$ cat config.mk
export PLATFORM = sky130hd
export DESIGN_NAME = seq_mult16
export DESIGN_NICKNAME = d
export VERILOG_FILES = /design/src/rtl/seq_mult16.sv
export SDC_FILE = /design/constraint.sdc
export NUM_CORES = 1
export LEC_CHECK = 0
export BUFFER_PORTS_ARGS = -buffer_cell sky130_fd_sc_hd__buf_4
export CAP_MARGIN = 5
export CORE_ASPECT_RATIO = 0.7
export CORE_UTILIZATION = 48
export CTS_BUF_LIST = sky130_fd_sc_hd__clkbuf_4 sky130_fd_sc_hd__clkbuf_8
export DETAILED_ROUTE_END_ITERATION = 10
export GPL_ROUTABILITY_DRIVEN = 1
export MAX_ROUTING_LAYER = met4
export PLACE_DENSITY = 0.83
export SETUP_SLACK_MARGIN = 0.05
export SYNTH_ARGS = -nofsm -noshare
export SYNTH_HDL_FRONTEND = slang
export SYNTH_SLANG_ARGS = --single-unit
$ cat constraint.sdc
create_clock -name clk -period 6.6 [get_ports clk]
set_input_delay 0.99 -clock clk [delete_from_list [all_inputs] [get_ports clk]]
set_output_delay 0.99 -clock clk [all_outputs]
set_load 0.005 [all_outputs]
$ cat src/rtl/seq_mult16.sv
// Multi-cycle 16x16 shift-and-add multiplier returning the low 16 bits of a*b.
// Includes adder16, the ripple-carry adder that accumulates one partial product per cycle.

module adder16 (
   input  logic [15:0] a,
   input  logic [15:0] b,
   output logic [15:0] sum
);
   logic [15:0] c;

   assign c[0] = 1'b0;

   generate
      for (genvar gi = 0; gi < 16; gi++) begin : g_fa
         assign sum[gi] = a[gi] ^ b[gi] ^ c[gi];
         // The carry out of bit 15 is dropped: sums wrap mod 2^16.
         if (gi < 15) begin : g_carry
            assign c[gi+1] = (a[gi] & b[gi]) | (c[gi] & (a[gi] ^ b[gi]));
         end
      end
   endgenerate
endmodule

module seq_mult16 #(
   parameter int WIDTH      = 16,
   parameter bit EARLY_EXIT = 1'b1
) (
   input  logic             clk,
   input  logic             rst_n,
   input  logic             start,
   input  logic [WIDTH-1:0] a,
   input  logic [WIDTH-1:0] b,
   output logic             busy,
   output logic             done,
   output logic [WIDTH-1:0] product
);
   typedef enum logic {IDLE = 1'b0, RUN = 1'b1} state_t;

   state_t           state_q, state_d;
   logic [WIDTH-1:0] mcand_q, mcand_d;
   logic [WIDTH-1:0] mplier_q, mplier_d;
   logic [WIDTH-1:0] acc_q, acc_d;
   logic [WIDTH-1:0] product_q, product_d;
   logic [3:0]       cnt_q, cnt_d;
   logic             done_q, done_d;
   logic [WIDTH-1:0] add_sum;
   logic [WIDTH-1:0] acc_next;
   logic             last_iter;

   adder16 u_adder16 (
      .a   (acc_q),
      .b   (mcand_q),
      .sum (add_sum)
   );

   assign acc_next  = mplier_q[0] ? add_sum : acc_q;
   // Early exit once no multiplier bits remain after this iteration's shift.
   assign last_iter = (cnt_q == 4'd15) || (EARLY_EXIT && ((mplier_q >> 1) == '0));

   always_ff @(posedge clk or negedge rst_n) begin
      if (!rst_n) begin
         state_q <= IDLE;
      end else begin
         state_q <= state_d;
      end
   end

   always_comb begin
      state_d = state_q;
      case (state_q)
         IDLE:    if (start)     state_d = RUN;
         RUN:     if (last_iter) state_d = IDLE;
         default: state_d = IDLE;
      endcase
   end

   always_comb begin
      busy    = (state_q == RUN);
      done    = done_q;
      product = product_q;
   end

   always_comb begin
      mcand_d   = mcand_q;
      mplier_d  = mplier_q;
      acc_d     = acc_q;
      cnt_d     = cnt_q;
      product_d = product_q;
      done_d    = 1'b0;
      if (state_q == IDLE) begin
         if (start) begin
            mcand_d  = a;
            mplier_d = b;
            acc_d    = '0;
            cnt_d    = '0;
         end
      end else begin
         acc_d    = acc_next;
         mcand_d  = mcand_q << 1;
         mplier_d = mplier_q >> 1;
         cnt_d    = cnt_q + 4'd1;
         if (last_iter) begin
            product_d = acc_next;
            done_d    = 1'b1;
         end
      end
   end

   always_ff @(posedge clk or negedge rst_n) begin
      if (!rst_n) begin
         mcand_q   <= '0;
         mplier_q  <= '0;
         acc_q     <= '0;
         cnt_q     <= '0;
         product_q <= '0;
         done_q    <= 1'b0;
      end else begin
         mcand_q   <= mcand_d;
         mplier_q  <= mplier_d;
         acc_q     <= acc_d;
         cnt_q     <= cnt_d;
         product_q <= product_d;
         done_q    <= done_d;
      end
   end
endmodule

==> metrics.md, run 1 <==
| Metric | Value |
|---|---|
| Leading area contributor after synthesis | `dfrtp_1` |
| Synth Warn # | `0` |
| WL/cell | `14.91 um` |
| GRT Util Overall | `20.74%` |
| DRT iter0 DRCs | `146` |
| Max Cap Viol | `0` |
| Flops & latches, synth | `70` |
| R2R depth | `19` |
| Static Leak | `2.003 nW` |
| Worst Hold Depth | `1` |
| Type of the most critical hold path | `flip-flop to flip-flop` |
| Nets | `417` |
| CTS tree | `yes` |
| Layout fillers | `565` |
| CTS HTree Levels | `3` |
| Fin area | `4193 um2` |
| Largest net degree at the start of global routing | `83` |
| CP Data Required Time | `6.82 ns` |
| Largest cells by area after synthesis | `dfrtp_1, mux2i_1, fa_1` |
| Unrepaired setup endpoints after global routing | `false` |
| Power consumption | `1.960 mW` |
| Worst setup SP type | `flip-flop` |
| Pre-CTS setup slack | `-0.03313 ns` |
| Row cnt | `25` |
| Worst-path cell chain | `ha_1 -> inv_1 -> fa_1 -> fa_2 -> fa_2 -> fa_2 -> fa_2 -> fa_1 -> fa_2 -> fa_1 -> fa_1 -> fa_2 -> fa_2 -> fa_1 -> inv_1 -> fa_1 -> fa_1 -> mux2_2 -> mux2_4` |
| Vias in the first global route | `2357` |
| First-pass GRT wire length | `11870 um` |
| Post-Syn Nets | `373` |
| Predominant post-synthesis flop cell | `dfrtp_1` |
| RR Startpoint | `acc_q[0]$_DFFE_PN0P_` |
| Most common cell in the netlist | `dfrtp_1` |
| Ratio of cells with drive above 1 in the final layout | `26.49%` |
| Setup CP Type | `flip-flop to flip-flop` |
| Mapped Area | `3575 um2` |
| Vias | `2427` |
| Period Utilization, post-route | `96.06%` |
| Remaining global-route overflow | `0` |
| Hold Fails Final Rpt | `0` |
| Synth Instances | `322` |
| Setup violations, final | `0` |
| Status | `complete, no violations` |
| Detailed Place HPWL | `4653 um` |
| Clock Tree Root | `clkbuf_8` |
| Total Wirelength | `6920 um` |
| Initial DRT Pass Iterations | `4` |
| Clk slew on worst S/H paths | `0.07 ns` |
| Post-synth cell types | `29` |
| Worst VDD drop | `0.1909 mV` |
| CP max-delay cell | `fa_1` |
| Reg2reg end | `product[14]$_DFFE_PN0P_` |
| Die Area | `7802 um2` |
| Yosys top cell area share | `49.00%` |
| Port buffer count | `52` |
| Core footprint | `6975 um2` |
| Post-route ant nets | `0` |
| Post-layout min period | `6.340 ns` |
| Slew at the pin with the worst max-slew slack | `0.8976 ns` |
| Final setup margin | `0.2599 ns` |
| Slowest stage delay, CP | `0.40 ns` |
| Power per Cell Area | `467.6 nW/um2` |
| Io pins | `53` |
| Seq/Total Area, Yosys | `49.00%` |
| ANT cells | `0` |
| CTS buffer count | `9` |
| Worst Skew | `0.009890 ns` |
| Worst EP arrival | `6.56 ns` |
| Initial antenna violation count | `0` |
| EDFF count, synth | `0` |
| Chip height | `74.20 um` |
| Critical Path Sink Type | `flip-flop` |
| Mapped Avg Cell Area | `11.10 um2` |
| Routability cong. | `0.8182` |
| Initial Utilization | `51.25%` |
| Top cells by count, synth | `dfrtp_1, nand2_1, mux2i_1` |
| Area Overhead vs Synth | `17.29%` |
| Hold_sp | `product[4]$_DFFE_PN0P_` |
| Flop2flop setup slack | `0.26 ns` |
| Hold Buf Count CTS | `0` |
| DRC viols | `0` |
| Hold Path End | `product[4]$_DFFE_PN0P_` |
| DR vias/cell | `5.231` |
| Worst skew pair latency | `0.34 ns` |
| Final slew viol count | `0` |
| Slew Limit Headroom | `40.16%` |
| Max Freq | `0.1577 GHz` |
| Clk sinks | `70` |
| Die width | `105.1 um` |
| Async S/R FF share, synth | `100.0%` |
| Clk buf depth | `2` |
| CP max FO | `3` |
| Placed standard-cell area | `3983 um2` |
-- power by group --
part           total (mW)  internal (mW)  switching, mW
Sequential          0.802          0.625          0.176
Combinational       0.836          0.419          0.417
Clock               0.323          0.173          0.149
-- critical path, delay by kind of cell, from the launching register on --
kind                     cells  cell delay (ns)
adder cells (fa/ha/maj)     15             5.19
buffers and inverters        2             0.12
flip-flops                   1             0.38
multiplexers                 2             0.55
-- through the flow --
step / utilization, % / setup TNS, ns / hold slack, ns / cells
finish: 60.11 / 0 / 0.5124 / 464
global placement: 57.09 / 0 / 0.4854 / 448
CTS: 59.86 / 0 / 0.5149 / 463
global route: 60.11 / 0 / 0.5301 / 464
floorplan: - / 0 / 0.4659 / 322
detailed placement: 57.09 / -0.03313 / 0.4963 / 448
-- registers in the layout (all words and copies together) (netlist names) --
| register | count |
|---|---|
| mcand_q | 16 |
| busy | 1 |
| done | 1 |
| acc_q | 16 |
| product | 16 |
| cnt_q | 4 |
| mplier_q | 16 |
-- cells by family (layout without fill, tap and decap cells) --
| group | after synthesis | after routing | synth area share [%] |
|---|---|---|---|
| DFF | 70 | 70 | 49.00 |
| xor gates and xnor gates | 4 | 4 | 0.9802 |
| AOI/OAI and AO/OA | 57 | 57 | 9.521 |
| and+or+nand+nor | 69 | 69 | 8.225 |
| adders and majority gates | 16 | 16 | 8.540 |
| buffers and inverters | 48 | 96 | 5.880 |
| muxes | 58 | 58 | 17.85 |
-- layout make-up --
class	count	area [um2]	area share, %
Sequential cell	70	1753	41.81
Inverter	27	101.3	2.417
Clock inverter	1	5.005	0.1194
Multi-Input combinational cell	204	1630	38.88
Clock buffer	14	180.2	4.297
Timing Repair Buffer	54	405.4	9.669
Tap cell	94	117.6	2.805
-- worst max path at each step --
stage                                 startpoint                 endpoint  slack (ns)
after floorplan           mcand_q[0]$_DFFE_PN0P_  product[14]$_DFFE_PN0P_        0.29
after global placement    mcand_q[0]$_DFFE_PN0P_  product[14]$_DFFE_PN0P_        0.13
after detailed placement    acc_q[0]$_DFFE_PN0P_  product[14]$_DFFE_PN0P_       -0.03
after CTS                   acc_q[0]$_DFFE_PN0P_  product[14]$_DFFE_PN0P_         0.1
after global routing        acc_q[0]$_DFFE_PN0P_  product[14]$_DFFE_PN0P_        0.05
final                       acc_q[0]$_DFFE_PN0P_  product[14]$_DFFE_PN0P_        0.26
-- what timing repair did --
item,CTS,global route
setup buffers,0,1
pin swaps,0,0
setup endpoints to repair,3,4
resized for setup,3,4
cloned,0,0
-- cells in the final DEF, fill, tap and decap left out, types with 7 or more instances in the layout --
master,Yosys,routed
dfrtp_1,70,69
buf_4,2,54
nand2_1,47,47
mux2i_1,39,39
o21ai_0,35,35
inv_1,27,27
clkbuf_8,0,12
o31ai_1,11,11
mux2_2,10,10
nor2_1,9,9
mux2_4,9,9
fa_1,14,7
fa_2,0,7
-- metal layers --
layer / wire length, um / track usage (%) / vias to the layer above / share of wire (%)
met5: 0 / - / - / 0
met4: 68 / 5.947 / 0 / 0.98
met3: 352 / 6.573 / 6 / 5.1
met2: 3062 / 31.20 / 68 / 44
met1: 3438 / 27.28 / 1184 / 50
li1: - / - / 1169 / -
No activity file was read; power rests on OpenSTA's default activity.
==> run 2: changes to the inputs <==
- ABC_AREA: default -> 1
==> metrics.md, run 2 <==
| Metric | Value |
|---|---|
| Initial antenna violation count | `0 (unchanged)` |
| Power consumption | `1.666 mW (-15%)` |
| Total Wirelength | `7327 um (+5.9%)` |
| Die Area | `7490 um2 (-4.0%)` |
| CP max FO | `2 (-1)` |
| Vias | `2684 (+11%)` |
| Nets | `476 (+14%)` |
| Final slew viol count | `0 (unchanged)` |
| Part of the power in registers | `41.6% (+0.7 points)` |
| Clk buf depth | `2 (unchanged)` |
| Unrepaired setup endpoints after global routing | `false` |
| Switching Share | `39.65% (+1.8 points)` |
| Detailed Place HPWL | `4974 um (+6.9%)` |
| Worst VDD drop | `0.1803 mV (-5.6%)` |
| Layout fillers | `597 (+5.7%)` |
| DR vias/cell | `5.132 (-1.9%)` |
| Largest cells by area after synthesis | `dfrtp_1, nand2_1, fa_1` |
| Port buffer count | `52 (unchanged)` |
| Worst setup SP type | `flip-flop` |
| Synth Warn # | `0 (unchanged)` |
| Initial DRT Pass Iterations | `4 (unchanged)` |
| Hold Fails Final Rpt | `0 (unchanged)` |
| Logic pwr share | `39.3% (-3.3 points)` |
| Mapped Area | `3428 um2 (-4.1%)` |
| Vias in the first global route | `2413 (+2.4%)` |
| Mux cell area share after synthesis | `0% (-18 points)` |
| Largest family of logic cells by synthesized area | `simple AND/OR/NAND/NOR gates` |
| ANT cells | `0 (unchanged)` |
| Slowest stage delay, CP | `0.41 ns (about the same)` |
| Worst Skew | `0.007066 ns (-0.002824 ns)` |
| CP max-delay cell | `fa_1` |
| EDFF count, synth | `0 (unchanged)` |
| Top cells by count, synth | `nand2_1, dfrtp_1, inv_1` |
| Synth Instances | `380 (+18%)` |
| DRT iter0 DRCs | `184 (+26%)` |
| Yosys top cell area share | `51.09% (+2.1 points)` |
| Max Freq | `0.1590 GHz (+0.81%)` |
| Flops & latches, synth | `70 (unchanged)` |
| Worst-path cell chain | `ha_1 -> inv_1 -> fa_1 -> fa_1 -> fa_1 -> fa_1 -> fa_2 -> fa_2 -> fa_1 -> fa_1 -> fa_1 -> fa_1 -> fa_1 -> fa_1 -> inv_1 -> fa_1 -> fa_1 -> nand2_1 -> nand2_1 -> a22o_1` |
| Leading area contributor after synthesis | `dfrtp_1` |
| Clk slew on worst S/H paths | `0.07 ns (about the same)` |
| Area Overhead vs Synth | `17.19% (about the same)` |
| Slew at the pin with the worst max-slew slack | `0.8866 ns (-0.01100 ns)` |
| Status | `complete, no violations` |
| Worst skew pair latency | `0.35 ns (about the same)` |
| DRC viols | `0 (unchanged)` |
| Post-route ant nets | `0 (unchanged)` |
| CTS tree | `yes` |
| Xor/xnor cell area share of the yosys netlist | `0% (-0.98 points)` |
| CTS buffer count | `9 (unchanged)` |
| CP Data Required Time | `6.84 ns (+0.02 ns)` |
| Slew Limit Headroom | `40.89% (+0.73 points)` |
| Ratio of cells with drive above 1 in the final layout | `18.18% (-8.3 points)` |
| Core footprint | `6819 um2 (-2.2%)` |
| Seq/Total Area, Yosys | `51.09% (+2.1 points)` |
| Power per Cell Area | `414.6 nW/um2 (-11%)` |
| GRT Util Overall | `22.43% (+1.7 points)` |
| Static Leak | `1.949 nW (-2.7%)` |
| Io pins | `53 (unchanged)` |
| Setup CP Type | `flip-flop to flip-flop` |
| Setup violations, final | `0 (unchanged)` |
| Adder-cell share of the synthesized area | `8.905% (+0.36 points)` |
| CTS HTree Levels | `3 (unchanged)` |
| Chip height | `72.71 um (-2.0%)` |
| Initial Utilization | `50.28% (-0.97 points)` |
| Remaining global-route overflow | `0 (unchanged)` |
| Async S/R FF share, synth | `100.0% (unchanged)` |
| Row cnt | `25 (unchanged)` |
| Clock Tree Root | `clkbuf_8` |
| Simple-gate share of the synthesized area | `20.77% (+13 points)` |
| Predominant post-synthesis flop cell | `dfrtp_1` |
| Final setup margin | `0.3108 ns (+0.05089 ns)` |
| Most frequent cells in the layout | `nand2_1, dfrtp_1, buf_4` |
| Pre-CTS setup slack | `0.2706 ns (+0.3037 ns)` |
| Int Pwr | `1.005 mW (-17%)` |
| Most used cell, CP | `fa_1` |
| Most common cell in the netlist | `nand2_1` |
| Commonest non-fill, non-tap cell in the layout | `nand2_1` |
| Clk sinks | `70 (unchanged)` |
| Clk pwr share | `19.1% (+2.6 points)` |
| Post-synthesis compound-gate area fraction | `11.28% (+1.8 points)` |
| Critical Path Sink Type | `flip-flop` |
| Post-Syn Nets | `431 (+16%)` |
| First-pass GRT wire length | `11900 um (+0.18%)` |
| WL/cell | `14.01 um (-6.1%)` |
| Mapped Avg Cell Area | `9.022 um2 (-19%)` |
| Largest net degree at the start of global routing | `71 (-14%)` |
| Setup TNS Final | `0 ns (unchanged)` |
| Period Utilization, post-route | `95.29% (-0.77 points)` |
| Post-synth cell types | `23 (-21%)` |
| Worst EP arrival | `6.53 ns (-0.03 ns)` |
| Max Cap Viol | `0 (unchanged)` |
| NetSw | `0.6605 mW (-11%)` |
| Post-layout min period | `6.289 ns (-0.05089 ns)` |
| Die width | `103.0 um (-2.0%)` |
| Type of the most critical hold path | `flip-flop to flip-flop` |
| Routability cong. | `0.8353 (+2.1%)` |
==> run 2: final cells by class <==
cell class	instances	area [um2]	share of cell area, %
repair buffers	53	397.9	9.903
well taps	94	117.6	2.927
clock buffers	12	158.9	3.955
flip-flops and latches	70	1753	43.63
clock inverters	3	20.02	0.4983
multi-input cells	248	1409	35.07
inverters	43	161.4	4.017
==> run 2: logic make-up after synthesis <==
family                   after synthesis
AO/OA/AOI/OAI                         60
adder cells (fa/ha/maj)               16
buffers and inverters                 62
flip-flops                            70
AND/OR/NAND/NOR                      172
==> run 2: path summary, 6_finish.rpt <==
kind                                              start                      end  slack [ns]  depth (start not counted)
max in group asynchronous                         rst_n           busy$_DFF_PN0_        5.25                          1
worst max register to register   mcand_q[0]$_DFFE_PN0P_    acc_q[14]$_DFFE_PN0P_        0.31                         20
worst min register to register  product[10]$_DFFE_PN0P_  product[10]$_DFFE_PN0P_        0.47                          2
worst max-delay path             mcand_q[0]$_DFFE_PN0P_    acc_q[14]$_DFFE_PN0P_        0.31                         20
worst min-delay path            product[10]$_DFFE_PN0P_  product[10]$_DFFE_PN0P_        0.47                          2
min in group asynchronous                         rst_n           busy$_DFF_PN0_        0.76                          1
==> run 2: per-layer routing <==
metal  up-vias  global-route usage [%]  routed length (um)
met5         -                       -                   0
met4         0                   6.416                  99
met3        10                   7.950                 527
met2        96                   27.19                2914
met1      1260                   34.50                3786
li1       1318                       -                   -
==> run 2: metrics by stage <==
| step | instance area [um2] | hold slack, ns | utilization [%] | std cells |
|---|---|---|---|---|
| floorplan | 3428 | 0.4650 | - | 380 |
| global placement | 3834 | 0.4552 | 56.22 | 508 |
| detailed placement | 3834 | 0.4632 | 56.22 | 508 |
| CTS | 4013 | 0.4814 | 58.84 | 523 |
| global route | 4018 | 0.4953 | 58.92 | 523 |
| finish | 4018 | 0.4726 | 58.92 | 523 |
==> run 2: repair_timing <==
| action | 4_1_cts | 5_1_grt |
|---|---|---|
| resized for setup | 0 | 2 |
| hold buffers | 0 | 0 |
| hold endpoints to repair | 0 | 0 |
| setup buffers | 0 | 0 |
| setup endpoints to repair | 0 | 4 |
==> run 2: critical path: cells and delay by family, from the launching register on <==
kind	cells	cell delay, ns
flops	1	0.37
fa+ha+maj	15	5.37
simple gates	2	0.13
buf+inv	2	0.13
compound gates	1	0.18
==> run 2: power groups by stage <==
stage          registers (mW)  logic, mW  clock network (mW)
2_1_floorplan           0.675      0.466                   0
5_1_grt                 0.713      0.764               0.341
6_report                0.693      0.655               0.318
4_1_cts                 0.692      0.655               0.323
3_5_place_dp            0.697      0.652                   0
3_3_place_gp            0.688      0.622                   0
==> run 3: changes to the inputs <==
- PLACE_DENSITY: 0.83 -> 0.8
- clock period: 6.6 -> 6.95 ns (I/O delays scaled with it)
==> metrics.md, run 3 (synthesized netlist as in run 2, its figures left out) <==
| Metric | Value |
|---|---|
| Fin area | `4079 um2 (+1.5%)` |
| Slew Limit Headroom | `41.28% (+0.38 points)` |
| Critical Path Sink Type | `flip-flop` |
| Worst VDD drop | `0.1848 mV (+2.5%)` |
| Post-layout min period | `6.329 ns (+0.03998 ns)` |
| Slew at the pin with the worst max-slew slack | `0.8808 ns (-0.005754 ns)` |
| Core footprint | `6819 um2 (unchanged)` |
| DR vias/cell | `5.202 (+1.4%)` |
| Chip height | `72.71 um (unchanged)` |
| Hold Path End | `product[3]$_DFFE_PN0P_` |
| CTS buffer count | `9 (unchanged)` |
| Vias in the first global route | `2534 (+5.0%)` |
| Unrepaired setup endpoints after global routing | `false` |
| Port buffer count | `52 (unchanged)` |
| Layout fillers | `603 (+1.0%)` |
| DRT iter0 DRCs | `226 (+23%)` |
| Power consumption | `1.689 mW (+1.4%)` |
| Final slew viol count | `0 (unchanged)` |
| Hold Buf Count CTS | `0 (unchanged)` |
| Largest net degree at the start of global routing | `71 (unchanged)` |
| Total Wirelength | `7578 um (+3.4%)` |
| CP Data Required Time | `7.19 ns (+0.35 ns)` |
| Area Overhead vs Synth | `18.98%` |
| WL/cell | `14.46 um (+3.2%)` |
| Setup CP Type | `flip-flop to flip-flop` |
| Clk slew on worst S/H paths | `0.08 ns (about the same)` |
| Power per Cell Area | `414.0 nW/um2 (-0.16%)` |
| Final setup margin | `0.6208 ns (+0.3100 ns)` |
| Clk sinks | `70 (unchanged)` |
| Row cnt | `25 (unchanged)` |
| Worst skew pair latency | `0.35 ns (about the same)` |
| First-pass GRT wire length | `12470 um (+4.8%)` |
| R2R depth | `20 (unchanged)` |
| Setup TNS Final | `0 ns (unchanged)` |
| Worst Skew | `0.008785 ns (+0.001720 ns)` |
| Worst EP arrival | `6.57 ns (+0.04 ns)` |
| Setup violations, final | `0 (unchanged)` |
| ANT cells | `0 (unchanged)` |
| Worst Hold Depth | `2 (unchanged)` |
| CP max FO | `2 (unchanged)` |
| Post-route ant nets | `0 (unchanged)` |
| Flop2flop setup slack | `0.62 ns (+0.31 ns)` |
| Buffer count from post-CTS setup fixing | `0 (unchanged)` |
| Pre-CTS setup slack | `0.6634 ns (+0.3929 ns)` |
| Non-filler cells, final | `524 (+0.19%)` |
| Die width | `103.0 um (unchanged)` |
| Detailed Place HPWL | `4891 um (-1.7%)` |
| Worst setup SP type | `flip-flop` |
| Clock Tree Root | `clkbuf_8` |
| Status | `complete, no violations` |
| Ratio of cells with drive above 1 in the final layout | `17.91% (-0.27 points)` |
| Initial antenna violation count | `0 (unchanged)` |
| Reg2reg end | `acc_q[14]$_DFFE_PN0P_` |
| Type of the most critical hold path | `flip-flop to flip-flop` |
| Clk buf depth | `2 (unchanged)` |
| Final core utilization | `59.82% (+0.90 points)` |
| DRC viols | `0 (unchanged)` |
| Vias | `2726 (+1.6%)` |
| RR Startpoint | `acc_q[0]$_DFFE_PN0P_` |
| CTS resizes | `0 (unchanged)` |
| Max Freq | `0.1580 GHz (-0.63%)` |
| Placed Cells incl. Taps | `508 (unchanged)` |
| Die Area | `7490 um2 (unchanged)` |
| Initial Utilization | `50.28% (unchanged)` |
| CTS HTree Levels | `3 (unchanged)` |
| Commonest non-fill, non-tap cell in the layout | `nand2_1` |
| Initial DRT Pass Iterations | `4 (unchanged)` |
| Most frequent cells in the layout | `nand2_1, dfrtp_1, buf_4` |
| Static Leak | `1.984 nW (+1.8%)` |
| GRT Util Overall | `23.43% (+1.0 points)` |
| Nets | `476 (unchanged)` |
| Hold_sp | `product[3]$_DFFE_PN0P_` |
| Period Utilization, post-route | `91.07% (-4.2 points)` |
| Remaining global-route overflow | `0 (unchanged)` |
| Hold Fails Final Rpt | `0 (unchanged)` |
| Placed standard-cell area | `3834 um2 (unchanged)` |
| Io pins | `53 (unchanged)` |
| Worst hold slack | `0.4793 ns (+0.006679 ns)` |
| Max Cap Viol | `0 (unchanged)` |
| Routability cong. | `0.8178 (-2.1%)` |
| CTS tree | `yes` |
run 3: worst max-delay path by stage:
stage / start / endpoint / slack [ns] / cells past startpoint
finish: acc_q[0]$_DFFE_PN0P_ / acc_q[14]$_DFFE_PN0P_ / 0.62 / 20
global route: acc_q[0]$_DFFE_PN0P_ / acc_q[15]$_DFFE_PN0P_ / 0.39 / 24
CTS: acc_q[0]$_DFFE_PN0P_ / acc_q[14]$_DFFE_PN0P_ / 0.66 / 20
detailed placement: acc_q[0]$_DFFE_PN0P_ / acc_q[14]$_DFFE_PN0P_ / 0.66 / 20
global placement: mcand_q[0]$_DFFE_PN0P_ / acc_q[14]$_DFFE_PN0P_ / 0.75 / 20
floorplan: mcand_q[0]$_DFFE_PN0P_ / acc_q[14]$_DFFE_PN0P_ / 0.90 / 20
run 3: power breakdown:
group	total [mW]	switching (mW)	internal, mW
clock network	0.404	0.164	0.240
registers	0.661	0.0975	0.563
logic	0.624	0.386	0.238
total	1.69	0.648	1.04
run 3: critical path, stage by stage (launching register included):
cell,delay [ns]
dfrtp_1,0.36
ha_1,0.14
inv_1,0.05
fa_1,0.38
fa_1,0.39
fa_1,0.39
fa_1,0.39
fa_1,0.39
fa_1,0.40
fa_1,0.39
fa_1,0.39
fa_1,0.43
fa_1,0.41
fa_1,0.39
fa_1,0.36
inv_1,0.08
fa_1,0.19
fa_1,0.41
nand2_1,0.07
nand2_1,0.07
a22o_1,0.17
run 3: layout make-up:
type / count / area, um2 / share of cell area [%]
flip-flops and latches: 70 / 1753 / 42.98
multi-input cells: 248 / 1404 / 34.42
repair buffers: 53 / 397.9 / 9.755
inverters: 43 / 161.4 / 3.957
clock buffers: 9 / 123.9 / 3.037
clock inverters: 7 / 121.4 / 2.975
well taps: 94 / 117.6 / 2.883
run 3: per-layer routing:
layer | track usage, % | routed length (um)
met5 | - | 0
met4 | 6.416 | 125
met3 | 6.801 | 450
met2 | 31.85 | 3184
met1 | 34.18 | 3818
